`src/rtl/port_sample_fifo.sv`:
```
// Sample FIFO behind a four-address processor port block: data/pop, status, count, control.
// Define PORT_SAMPLE_FIFO_IRQ_EN to build the fill-level interrupt state machine.
module port_sample_fifo #(
    parameter int         DEPTH         = 16,
    parameter logic [7:0] BASE_PORT     = 8'h00,
    parameter int         IRQ_THRESHOLD = 8
) (
    input  logic       clk,
    input  logic       reset,
    input  logic [7:0] port_id,
    input  logic       read_strobe,
    input  logic       write_strobe,
    input  logic [7:0] out_port,
    output logic [7:0] in_port,
    output logic       interrupt,
    input  logic       interrupt_ack,
    input  logic [7:0] sample_data,
    input  logic       sample_valid,
    output logic       sample_ready
);

    localparam int AW = $clog2(DEPTH);

    localparam logic [7:0] DATA_PORT   = BASE_PORT;
    localparam logic [7:0] STATUS_PORT = BASE_PORT + 8'd1;
    localparam logic [7:0] COUNT_PORT  = BASE_PORT + 8'd2;
    localparam logic [7:0] CTRL_PORT   = BASE_PORT + 8'd3;

    logic [7:0]    mem [DEPTH];
    logic [AW-1:0] wr_ptr;
    logic [AW-1:0] rd_ptr;
    logic [AW:0]   count;
    logic          overflow;
    logic          full;
    logic          empty;
    logic          ctrl_wr;
    logic          flush;
    logic          pop;
    logic          push;
    logic          irq_status;
    logic          irq_en_status;
    logic [7:0]    read_mux;

    assign full         = (count == (AW+1)'(DEPTH));
    assign empty        = (count == '0);
    assign sample_ready = !full;

    assign ctrl_wr = write_strobe && (port_id == CTRL_PORT);
    assign flush   = ctrl_wr && out_port[0];
    assign pop     = read_strobe && (port_id == DATA_PORT) && !empty && !flush;
    // A full FIFO drops the sample even when a pop frees a slot this same cycle.
    assign push    = sample_valid && !full && !flush;

    // NOTE: state registers use non-blocking assignments so every flop samples pre-edge values.
    always_ff @(posedge clk or posedge reset) begin
        if (reset) begin
            wr_ptr   <= '0;
            rd_ptr   <= '0;
            count    <= '0;
            overflow <= 1'b0;
        end else begin
            if (flush) begin
                wr_ptr <= '0;
                rd_ptr <= '0;
                count  <= '0;
            end else begin
                if (push) wr_ptr <= wr_ptr + 1'b1;
                if (pop)  rd_ptr <= rd_ptr + 1'b1;
                if (push && !pop)      count <= count + 1'b1;
                else if (pop && !push) count <= count - 1'b1;
            end
            if (ctrl_wr && out_port[1])
                overflow <= 1'b0;
            else if (sample_valid && full && !flush)
                overflow <= 1'b1;
        end
    end

    // NOTE: storage has no reset; the empty check keeps stale contents from reaching in_port.
    always_ff @(posedge clk) begin
        if (push) mem[wr_ptr] <= sample_data;
    end

`ifdef PORT_SAMPLE_FIFO_IRQ_EN
    localparam logic [1:0] ST_IDLE = 2'd0;
    localparam logic [1:0] ST_REQ  = 2'd1;
    localparam logic [1:0] ST_LOCK = 2'd2;

    logic [1:0] state;
    logic [1:0] state_next;
    logic       irq_en;
    logic       at_level;

    assign at_level = (count >= (AW+1)'(IRQ_THRESHOLD));

    always_comb begin
        state_next = state;
        case (state)
            ST_IDLE: if (irq_en && at_level) state_next = ST_REQ;
            ST_REQ: begin
                if (!irq_en)           state_next = ST_IDLE;
                else if (interrupt_ack) state_next = ST_LOCK;
            end
            ST_LOCK: if (!at_level || !irq_en) state_next = ST_IDLE;
            default: state_next = ST_IDLE;
        endcase
    end

    always_ff @(posedge clk or posedge reset) begin
        if (reset) begin
            state     <= ST_IDLE;
            irq_en    <= 1'b0;
            interrupt <= 1'b0;
        end else begin
            state     <= state_next;
            interrupt <= (state_next == ST_REQ);
            if (ctrl_wr) irq_en <= out_port[2];
        end
    end

    assign irq_status    = interrupt;
    assign irq_en_status = irq_en;

    logic unused_bits;
    assign unused_bits = &{1'b0, out_port[7:3]};
`else
    assign interrupt     = 1'b0;
    assign irq_status    = 1'b0;
    assign irq_en_status = 1'b0;

    logic unused_bits;
    assign unused_bits = &{1'b0, out_port[7:2], interrupt_ack};
`endif

    // NOTE: defaulting read_mux first keeps this block free of inferred latches.
    always_comb begin
        read_mux = 8'h00;
        case (port_id)
            DATA_PORT:   read_mux = empty ? 8'h00 : mem[rd_ptr];
            STATUS_PORT: read_mux = {full, empty, overflow, irq_status, irq_en_status, 3'b000};
            COUNT_PORT:  read_mux = 8'(count);
            default:     read_mux = 8'h00;
        endcase
    end

    always_ff @(posedge clk or posedge reset) begin
        if (reset) in_port <= 8'h00;
        else       in_port <= read_mux;
    end

endmodule

```
`config.mk`:
```
export PLATFORM = sky130hd
export DESIGN_NAME = port_sample_fifo
export DESIGN_NICKNAME = d
export VERILOG_FILES = /design/src/rtl/port_sample_fifo.sv
export SDC_FILE = /design/constraint.sdc
export NUM_CORES = 1
export LEC_CHECK = 0
export CELL_PAD_IN_SITES_DETAIL_PLACEMENT = 1
export CELL_PAD_IN_SITES_GLOBAL_PLACEMENT = 1
export CORE_MARGIN = 2
export CORE_UTILIZATION = 50
export DETAILED_ROUTE_END_ITERATION = 8
export PLACE_DENSITY = 0.77
export REMOVE_ABC_BUFFERS = 1
export SLEW_MARGIN = 30
export SYNTH_ARGS = -nofsm -noshare
export SYNTH_HDL_FRONTEND = slang
export SYNTH_SLANG_ARGS = --single-unit
export TNS_END_PERCENT = 10
```
`constraint.sdc`:
```
create_clock -name clk -period 3.3 [get_ports clk]
set_input_delay 0.33 -clock clk [delete_from_list [all_inputs] [get_ports clk]]
set_output_delay 0.33 -clock clk [all_outputs]
set_load 0.01 [all_outputs]
```
==> out/metrics.csv <==
metric,value,unit
fill cell count,1049,
RD Place Congestion,0.804,
row cnt,40,
Max-slew headroom,37.1,%
CP required,3650,ps
io pins,40,
cell area after layout,0.00741,mm²
ys flop type,edfxtp_1,
clock buffer count from CTS,17,
TNS Setup,0,ps
total clock sinks,150,
total power,5.13,mW
Setup Crit Path Kind,reg -> reg,
largest net degree at the start of global routing,25,
outcome,"finished, final reports clean",
final hold viol count,0,
synth unique cells,49,
residual DRC count,0,
Initial Util,51.5,%
Min-Delay Path Class,in -> async,
initial detailed-routing violation count,288,
Max-Cap Viols,0,
Syn. warnings,0,
First-pass DRT Iterations,6,
post-synthesis sequential area ratio,70.7,%
period utilization,94.2,%
critical path data arrival time,3460,ps
CTS Hold Bufs,0,
Via Count,3396,
leakage power,2.49,nW
Post-CTS Resized,0,
Final Max Tran Viols,0,
Post-synth EDFFs,128,
Worst Skew,7.52,ps
Routed Antenna Nets,0,
share of layout cells above drive strength 1,22.3,%
cell count after synthesis,352,
Async SR Flop Fraction,14.7,%
CP startpoint kind,flop,
maximum root-to-sink buffer count,2,
Hold Slack,399,ps
n_diodes,0,
Final #Nets,444,
setup repair bufs after CTS,0,
GRT Util Overall,23.0,%
RSZ-0062 raised after global routing,false,
Root Driver,clkbuf_16,
"commonest non-fill, non-tap cell in the layout",edfxtp_1,
vias per cell,5.81,
placed cell areas,0.00680,mm²
Fmax,322,MHz
PortBufs,31,
Slew @ Worst Pin,940,ps
Core ar.,0.0121,mm²
die area,0.0133,mm²
GR Overflow Total,0,
Routed WL,14000,µm
CTS tree,done,
first-pass GRT wire length,21300,µm
minimum clock period,3110,ps
antenna violations before repair,0,
Final HPWL DP,9260,µm
Max VDD drop,461,µV
Seq cells post-synth,150,
DR WL/cell,23.9,µm
vias in the first global route,3616,
"Avg Cell Area, Syn",17.6,µm²
Final Util,61.4,%
PD cells,693,mW/mm²
Setup crit end kind,flop,
R2R setup slack,190,ps
Finish-stage setup viols,0,
mapped cell area,0.00621,mm²
height of the die,115,µm
Clock Latency Late Sink,430,ps
"commonest non-fill, non-tap cells in the layout","edfxtp_1, mux4_2, clkdlybuf4s50_1, dfrtp_1",
clock-pin slew on the worst setup and hold paths,60,ps
Layout area overhead,19.3,%
DIE WIDTH,115,µm
H-tree depth,4,
crit path max fanout,5,
-- worst max-delay path, cell delays in order (launching register included) --
cell and delay (ps):
dfrtp_1 430, or4_4 590, o2111a_2 290, nand2_1 140, nand2_1 210, fa_1 460
a21o_1 200, a21oi_1 230, and4_2 270, nor3_1 60, nor3_2 160
-- worst paths after layout --
path | cells past startpoint | start | to
min | 2 | reset | overflow
min reg2reg | 2 | overflow | in_port[5]
min in group clk | 2 | out_port[1] | overflow
max reg2reg | 10 | count[3] | count[4]
max in group asynchronous | 2 | reset | rd_ptr[0]
max | 10 | count[3] | count[4]
-- cells by family (layout without fill, tap and decap cells) --
group / Yosys count / after routing / share of synthesized area, %
AO/OA/AOI/OAI: 37 / 37 / 4.43
AND/OR/NAND/NOR: 86 / 86 / 7.49
other: 1 / 1 / 0.0604
XOR/XNOR: 7 / 7 / 0.987
multiplexers: 35 / 35 / 12.3
adder cells (fa/ha/maj): 10 / 10 / 2.14
flip-flops: 150 / 150 / 70.7
buffers and inverters: 26 / 91 / 1.85
-- cells in the mapped netlist (all sizes together), types with 7 or more instances --
cell type | instances | share of area [%]
nor3 | 7 | 0.64
nand2 | 16 | 0.97
inv | 10 | 0.60
edfxtp | 128 | 62
dfrtp | 22 | 8.9
a21oi | 7 | 0.62
and2 | 9 | 0.91
clkbuf | 9 | 0.54
ha | 9 | 1.8
buf | 7 | 0.71
nand3 | 16 | 1.3
nor2 | 14 | 0.85
mux4 | 33 | 12
-- metrics by stage --
stage | instances | worst slack (ps)
global route | 585 | 50.0
CTS | 585 | 190
floorplan | 336 | 431
global placement | 553 | 272
detailed placement | 553 | 218
finish | 585 | 191
-- layout make-up --
cell class	instances	area, µm²	share of cell area, %
clock buffer	18	429	5.79
sequential	150	4400	59.3
tap	168	210	2.84
multi-input combinational	176	1700	23.0
timing repair buffer	49	458	6.18
clock inverter	14	175	2.36
inverter	10	37.5	0.507
-- metal layers --
| metal | part of all wire, % | track usage [%] | vias to the layer above |
|---|---|---|---|
| met5 | 0 | 0 | - |
| li1 | - | - | 1511 |
| met2 | 49 | 36.5 | 98 |
| met3 | 4.0 | 4.50 | 21 |
| met4 | 2.2 | 9.88 | 0 |
| met1 | 44 | 31.6 | 1766 |
-- report_power, final --
group	switching [mW]	total, mW	internal (mW)
clock network	0.770	1.96	1.19
registers	0.127	2.41	2.28
logic	0.439	0.761	0.322
-- state kept, by name, summed over array words and instances, names as in the netlist --
signal,cells
mem,128
overflow,1
rd_ptr,4
wr_ptr,4
count,5
in_port,8
No activity file was read; power rests on OpenSTA's default activity.
